## src/rtl/lenet_sched_if.sv

```systemverilog
//------------------------------------------------------------------------------
// Module : lenet_sched_if
// Brief  : Control/status bundle between the LeNet sequencer and its neighbours.
// Rev    : 1.0  initial release
//------------------------------------------------------------------------------
`default_nettype none

interface lenet_sched_if;
  logic       btn;
  logic       vga_vsync;
  logic       lenet_done;
  logic       bound_doing;
  logic       lenet_doing;
  logic       frame_freeze;
  logic       lenet_start;
  logic       timeout_err;
  logic [2:0] state_o;

  modport master (
    output btn, vga_vsync, lenet_done,
    input  bound_doing, lenet_doing, frame_freeze, lenet_start, timeout_err, state_o
  );

  modport slave (
    input  btn, vga_vsync, lenet_done,
    output bound_doing, lenet_doing, frame_freeze, lenet_start, timeout_err, state_o
  );
endinterface

`default_nettype wire

```

## src/rtl/lenet_sched.sv

```systemverilog
//------------------------------------------------------------------------------
// Module : lenet_sched
// Brief  : Capture -> LeNet -> display sequencer with classifier watchdog.
// Rev    : 1.0  initial release
//------------------------------------------------------------------------------
`default_nettype none

module lenet_sched #(
  parameter logic VSYNC_ACTIVE   = 1'b0,
  parameter int   SHOW_FRAMES    = 120,
  parameter int   TIMEOUT_CYCLES = 24_000_000
) (
  input  wire logic     clk24,
  input  wire logic     rst,
  lenet_sched_if.slave  bus
);

  typedef enum logic [2:0] {
    S_IDLE   = 3'd0,
    S_BOUND  = 3'd1,
    S_WAIT_F = 3'd2,
    S_SETTLE = 3'd3,
    S_START  = 3'd4,
    S_RUN    = 3'd5,
    S_SHOW   = 3'd6
  } state_t;

  localparam int              c_TW    = $clog2(TIMEOUT_CYCLES);
  localparam logic [c_TW-1:0] c_TLAST = c_TW'(TIMEOUT_CYCLES - 1);
  localparam logic [7:0]      c_FLAST = 8'(SHOW_FRAMES - 1);

  state_t          r_state;
  state_t          w_nxt;
  logic            w_tmo;
  logic            r_btn_s1, r_btn_s2, r_btn_s3;
  logic            r_vs, r_vs_d;
  logic [c_TW-1:0] r_tcnt;
  logic [7:0]      r_fcnt;
  logic            r_bound, r_doing, r_freeze, r_start, r_terr;

  wire logic w_btn_pe   = r_btn_s2 & ~r_btn_s3;
  wire logic w_frame_pe = (r_vs == VSYNC_ACTIVE) && (r_vs_d != VSYNC_ACTIVE);

  always_comb begin
    w_nxt = r_state;
    w_tmo = 1'b0;
    case (r_state)
      S_IDLE:   if (w_btn_pe)   w_nxt = S_BOUND;
      S_BOUND:  if (w_btn_pe)   w_nxt = S_WAIT_F;
      S_WAIT_F: if (w_frame_pe) w_nxt = S_SETTLE;
      S_SETTLE: if (w_frame_pe) w_nxt = S_START;
      S_START:                  w_nxt = S_RUN;
      S_RUN: begin
        // a result arriving on the last allowed cycle still counts
        if (bus.lenet_done) begin
          w_nxt = S_SHOW;
        end else if (r_tcnt == c_TLAST) begin
          w_nxt = S_IDLE;
          w_tmo = 1'b1;
        end
      end
      S_SHOW: begin
        if (w_btn_pe)
          w_nxt = S_BOUND;
        else if (w_frame_pe && (r_fcnt == c_FLAST))
          w_nxt = S_IDLE;
      end
      default:                  w_nxt = S_IDLE;
    endcase
  end

  always_ff @(posedge clk24 or posedge rst) begin
    if (rst) begin
      r_state  <= S_IDLE;
      r_btn_s1 <= 1'b0;
      r_btn_s2 <= 1'b0;
      r_btn_s3 <= 1'b0;
      r_vs     <= 1'b0;
      r_vs_d   <= 1'b0;
      r_tcnt   <= '0;
      r_fcnt   <= '0;
      r_bound  <= 1'b0;
      r_doing  <= 1'b0;
      r_freeze <= 1'b0;
      r_start  <= 1'b0;
      r_terr   <= 1'b0;
    end else begin
      r_btn_s1 <= bus.btn;
      r_btn_s2 <= r_btn_s1;
      r_btn_s3 <= r_btn_s2;
      r_vs     <= bus.vga_vsync;
      r_vs_d   <= r_vs;
      r_state  <= w_nxt;

      if (w_nxt == S_RUN && r_state != S_RUN)
        r_tcnt <= '0;
      else if (r_state == S_RUN)
        r_tcnt <= r_tcnt + 1'b1;

      if (w_nxt == S_SHOW && r_state != S_SHOW)
        r_fcnt <= '0;
      else if (r_state == S_SHOW && w_frame_pe)
        r_fcnt <= r_fcnt + 1'b1;

      if (w_tmo)
        r_terr <= 1'b1;
      else if (r_state == S_IDLE && w_btn_pe)
        r_terr <= 1'b0;

      // outputs follow the next state so they switch on the same edge
      r_bound  <= (w_nxt == S_BOUND)  || (w_nxt == S_WAIT_F) || (w_nxt == S_SETTLE) ||
                  (w_nxt == S_START)  || (w_nxt == S_RUN);
      r_freeze <= (w_nxt == S_SETTLE) || (w_nxt == S_START)  || (w_nxt == S_RUN);
      r_start  <= (w_nxt == S_START);
      r_doing  <= (w_nxt == S_SHOW);
    end
  end

  assign bus.bound_doing  = r_bound;
  assign bus.lenet_doing  = r_doing;
  assign bus.frame_freeze = r_freeze;
  assign bus.lenet_start  = r_start;
  assign bus.timeout_err  = r_terr;
  assign bus.state_o      = r_state;

endmodule

`default_nettype wire

```

## src/flat_wrapper.sv

```systemverilog
// flat-port wrapper written by rule: the top's interface ports become plain ports
module lenet_sched_flat 
#(
  parameter logic VSYNC_ACTIVE   = 1'b0,
  parameter int   SHOW_FRAMES    = 120,
  parameter int   TIMEOUT_CYCLES = 24_000_000
)
  (clk24, rst, bus_btn, bus_vga_vsync, bus_lenet_done, bus_bound_doing, bus_lenet_doing, bus_frame_freeze, bus_lenet_start, bus_timeout_err, bus_state_o);
  lenet_sched_if bus_i ();
  input  wire logic clk24;
  input  wire logic rst;
  input wire logic [$bits(bus_i.btn)-1:0] bus_btn;
  input wire logic [$bits(bus_i.vga_vsync)-1:0] bus_vga_vsync;
  input wire logic [$bits(bus_i.lenet_done)-1:0] bus_lenet_done;
  output wire logic [$bits(bus_i.bound_doing)-1:0] bus_bound_doing;
  output wire logic [$bits(bus_i.lenet_doing)-1:0] bus_lenet_doing;
  output wire logic [$bits(bus_i.frame_freeze)-1:0] bus_frame_freeze;
  output wire logic [$bits(bus_i.lenet_start)-1:0] bus_lenet_start;
  output wire logic [$bits(bus_i.timeout_err)-1:0] bus_timeout_err;
  output wire logic [$bits(bus_i.state_o)-1:0] bus_state_o;
  assign bus_i.btn = bus_btn;
  assign bus_i.vga_vsync = bus_vga_vsync;
  assign bus_i.lenet_done = bus_lenet_done;
  assign bus_bound_doing = bus_i.bound_doing;
  assign bus_lenet_doing = bus_i.lenet_doing;
  assign bus_frame_freeze = bus_i.frame_freeze;
  assign bus_lenet_start = bus_i.lenet_start;
  assign bus_timeout_err = bus_i.timeout_err;
  assign bus_state_o = bus_i.state_o;
  lenet_sched #(.VSYNC_ACTIVE(VSYNC_ACTIVE), .SHOW_FRAMES(SHOW_FRAMES), .TIMEOUT_CYCLES(TIMEOUT_CYCLES)) u_core (.clk24(clk24), .rst(rst), .bus(bus_i));
endmodule
```

## config.mk

```make
export PLATFORM = sky130hd
export DESIGN_NAME = lenet_sched_flat
export DESIGN_NICKNAME = d
export VERILOG_FILES = /design/src/rtl/lenet_sched_if.sv /design/src/rtl/lenet_sched.sv /design/src/flat_wrapper.sv
export SDC_FILE = /design/constraint.sdc
export NUM_CORES = 1
export LEC_CHECK = 0
export ABC_AREA = 0
export CAP_MARGIN = 5
export CORE_MARGIN = 3
export CORE_UTILIZATION = 59
export DETAILED_ROUTE_END_ITERATION = 12
export MAX_ROUTING_LAYER = met4
export PLACE_DENSITY = 0.76
export SLEW_MARGIN = 20
export SYNTH_ARGS = -nofsm -noshare
export SYNTH_HDL_FRONTEND = slang
export SYNTH_SLANG_ARGS = --single-unit
```

## constraint.sdc

```tcl
create_clock -name clk24 -period 2 [get_ports clk24]
set_input_delay 0.2 -clock clk24 [delete_from_list [all_inputs] [get_ports clk24]]
set_output_delay 0.2 -clock clk24 [all_outputs]
set_load 0.05 [all_outputs]
```

==> flow_summary.yaml <==
critical_path:
  r2r_end: "u_core.bus.state_o[2]"
  worst_r2r_startpoint: "u_core.r_tcnt[21]"
  reg2reg_depth: 5
  path_cells: "clkdlybuf4s50_1"
  worstSetupEndpointType: "primary output"
  critPathBufInv: 1
  start_kind: "register"
  path_max_fanout: 12
  crit_slowest_cell: "clkdlybuf4s50_1"
  r2r_slack_ns: 0.17
  worst-path-stages: 1
  max_stage_delay_ns: 0.85
  startpoint: "u_core.bus.state_o[0]"
  critical_path_class: "reg -> out"
  arrival_ns: 1.64
  worstPathRequired_ns: 1.80
  critPathTopFamily: "buffers and inverters"
  worstSetupEndpoint: "bus_state_o[0]"
sta:
  setup-violations-final: 0
  fin_crit_ns: 1.840
  worst_slew_pin_slew_ns: 0.6885
  min_period_over_period: 0.9198
  maxSlewHeadroom: 0.5382
  fin_tns_setup_ns: 0
  rsz0062_at_grt: "no"
  hold_viol: 0
  drv_slew: 0
  fin_worst_skew_ns: 0.005629
  fmax_mhz: 543.6
cts:
  cts_tree: "yes"
  path_clk_slew_ns: 0.09
  cts_buffers: 5
  clkSinkCount: 46
  holdBufCountCts: 0
  clk_latency_ns: 0.29
  post-cts-setup-buffers: 0
  clockBufferDepth: 2
  cts_max_level: 2
  cts_root_buf: "clkbuf_8"
routing:
  drt_wl_total_mm: 4.407
  vias_per_cell: 6.031
  drc: 0
  wire_per_inst_um: 15.25
  ant_nets: 0
  drtPass1Iterations: 4
  via_count: 1743
  drt_iter0_drc: 89
global_route:
  grt_pass1_vias: 1783
  antenna_found_initial: 0
  grt_first_pass_wirelength_mm: 7.948
  grt-ovfl-total: 0
  grt_max_degree: 29
  grt_use_total: 0.2337
layout:
  antenna_cells: 0
  area_growth_pct: 13.31
  final_cell_mix: "44 x dfrtp_1, 32 x nand2_1, 18 x nor2_1, 14 x nand3_1"
  mostFrequentLayoutCell: "dfrtp_1"
  final_util: 0.7321
  drive_gt1_frac: 0.1235
  nets: 249
  fillCellCount: 262
floorplan:
  fp.coreArea_mm2: 0.003521
  dieArea_mm2: 0.004636
  die_h_um: 68.09
  io_pins: 13
  die_width_um: 68.09
  rows: 21
  initial_utilization: 0.6461
yosys:
  synth-seq-cells: 46
  synth-xor-area-share: 0.04235
  synth_top_family_by_area: "simple AND/OR/NAND/NOR gates"
  avgSynthCellArea_um2: 10.15
  synthMuxAreaShare: 0.05281
  yosysSeqAreaShare: 0.5061
  synth_warnings: 0
  synth_top_area_cell: "dfrtp_1"
  synthAdderAreaFrac: 0.01100
  yosys-top-cells-area: "dfrtp_1 51%, mux2i_1 5.3%, nand2_1 5.3%"
  syn_nets: 231
  synth_compound_area_frac: 0.08306
  synth_area_mm2: 0.002275
  yosysTopAreaCellShare: 0.5061
  synth-simple-area-share: 0.2805
  synth_cells: 224
  synth_cell_type_count: 45
placement:
  port_buffers: 12
  hpwl_mm: 3.272
  gp_congestion: 0.9226
pwr:
  vdd_drop_max_uv: 662.5
  p_leak_nw: 1.180
  powerDensity_mw_per_mm2: 1058
run:
  cap_violations: 0
hold_path:
  hold_class: "in -> async"
run_status:
  status: "completed"
-- final cells by class --
class / count / area (um2) / share of cell area
Timing Repair Buffer: 16 / 162.7 / 0.06311
Clock inverter: 1 / 5.005 / 0.001942
Tap cell: 46 / 57.56 / 0.02233
Multi-Input combinational cell: 165 / 1082 / 0.4199
Sequential cell: 46 / 1154 / 0.4476
Inverter: 8 / 30.03 / 0.01165
Clock buffer: 7 / 86.33 / 0.03350
-- routing by layer --
layer  wire length (um)  part of all wire  vias up  global-route usage
li1                   -                 -      823                   -
met1               2045              0.46      873              0.2868
met2               2149              0.49       41              0.3935
met3                159             0.036        6             0.05419
met4                 53             0.012        0             0.05211
met5                  0                 0        -                   -
-- power by group --
| part | total [W] | leakage, nW | internal (W) | switching (W) |
|---|---|---|---|---|
| Clock | 0.000581 | 0.0482 | 0.000279 | 0.000302 |
| Sequential | 0.00126 | 0.610 | 0.00109 | 0.000173 |
| Combinational | 0.000883 | 0.522 | 0.000352 | 0.000531 |
-- synthesized netlist by cell type, drive strengths merged --
cell / instances
and3: 2
o31ai: 4
inv: 8
or4: 1
o22a: 1
buf: 3
nand3: 15
or3: 1
nor3: 7
clkbuf: 2
a31oi: 1
nand2b: 4
a21oi: 3
nand3b: 2
o22ai: 1
o211ai: 4
xnor2: 3
and3b: 2
nor2: 18
mux2i: 12
nor4: 4
ha: 2
xor2: 8
nor4b: 1
nor2b: 4
o31a: 1
o21ai: 7
and2: 4
nand2: 34
dfrtp: 46
and4: 2
or2: 3
o21a: 1
nand4b: 1
o41ai: 2
nand4: 8
o311ai: 2
-- worst min-delay path by stage --
stage / start / to / slack [ns] / cells past startpoint
2_1_floorplan: bus_btn / u_core.r_btn_s1 / 0.23 / 0
3_3_place_gp: u_core.r_btn_s1 / u_core.r_btn_s2 / 0.33 / 0
3_5_place_dp: u_core.r_btn_s1 / u_core.r_btn_s2 / 0.35 / 0
4_1_cts: rst / u_core.r_btn_s2 / 0.23 / 2
5_1_grt: rst / u_core.r_btn_s2 / 0.27 / 2
6_report: rst / u_core.r_btn_s2 / 0.23 / 2
-- through the flow --
step                      hold WS, ns  total power (W)  area (um2)  cells  setup WS (ns)
after floorplan                0.2314         0.001904        2276    224       0.008407
after global placement         0.3337         0.002133        2471    281         0.1710
after detailed placement       0.3491         0.002162        2471    281         0.1271
after CTS                      0.2349         0.002734        2562    289         0.1024
after global routing           0.2651         0.002909        2577    289        0.04156
final                          0.2270         0.002728        2577    289         0.1604
-- kinds of logic (layout without fill, tap and decap cells) --
| kind of cell | after synthesis | after routing |
|---|---|---|
| AOI/OAI and AO/OA | 27 | 27 |
| adders and majority gates | 2 | 2 |
| and+or+nand+nor | 113 | 113 |
| xor gates and xnor gates | 11 | 11 |
| muxes | 12 | 12 |
| DFF | 46 | 46 |
| buffers and inverters | 13 | 32 |
-- what timing repair did --
action,4_1_cts,5_1_grt
setup endpoints to repair,0,4
hold endpoints to repair,0,0
resized for setup,0,4
-- flip-flops by register name, indices dropped and copies added, names as in the netlist --
| name | count |
|---|---|
| u_core.bus.bound_doing | 1 |
| u_core.bus.frame_freeze | 1 |
| u_core.bus.lenet_doing | 1 |
| u_core.bus.lenet_start | 1 |
| u_core.bus.state_o | 3 |
| u_core.bus.timeout_err | 1 |
| u_core.r_btn_s1 | 1 |
| u_core.r_btn_s2 | 1 |
| u_core.r_btn_s3 | 1 |
| u_core.r_fcnt | 8 |
| u_core.r_tcnt | 25 |
| u_core.r_vs | 1 |
| u_core.r_vs_d | 1 |
No activity file was read; power rests on OpenSTA's default activity.
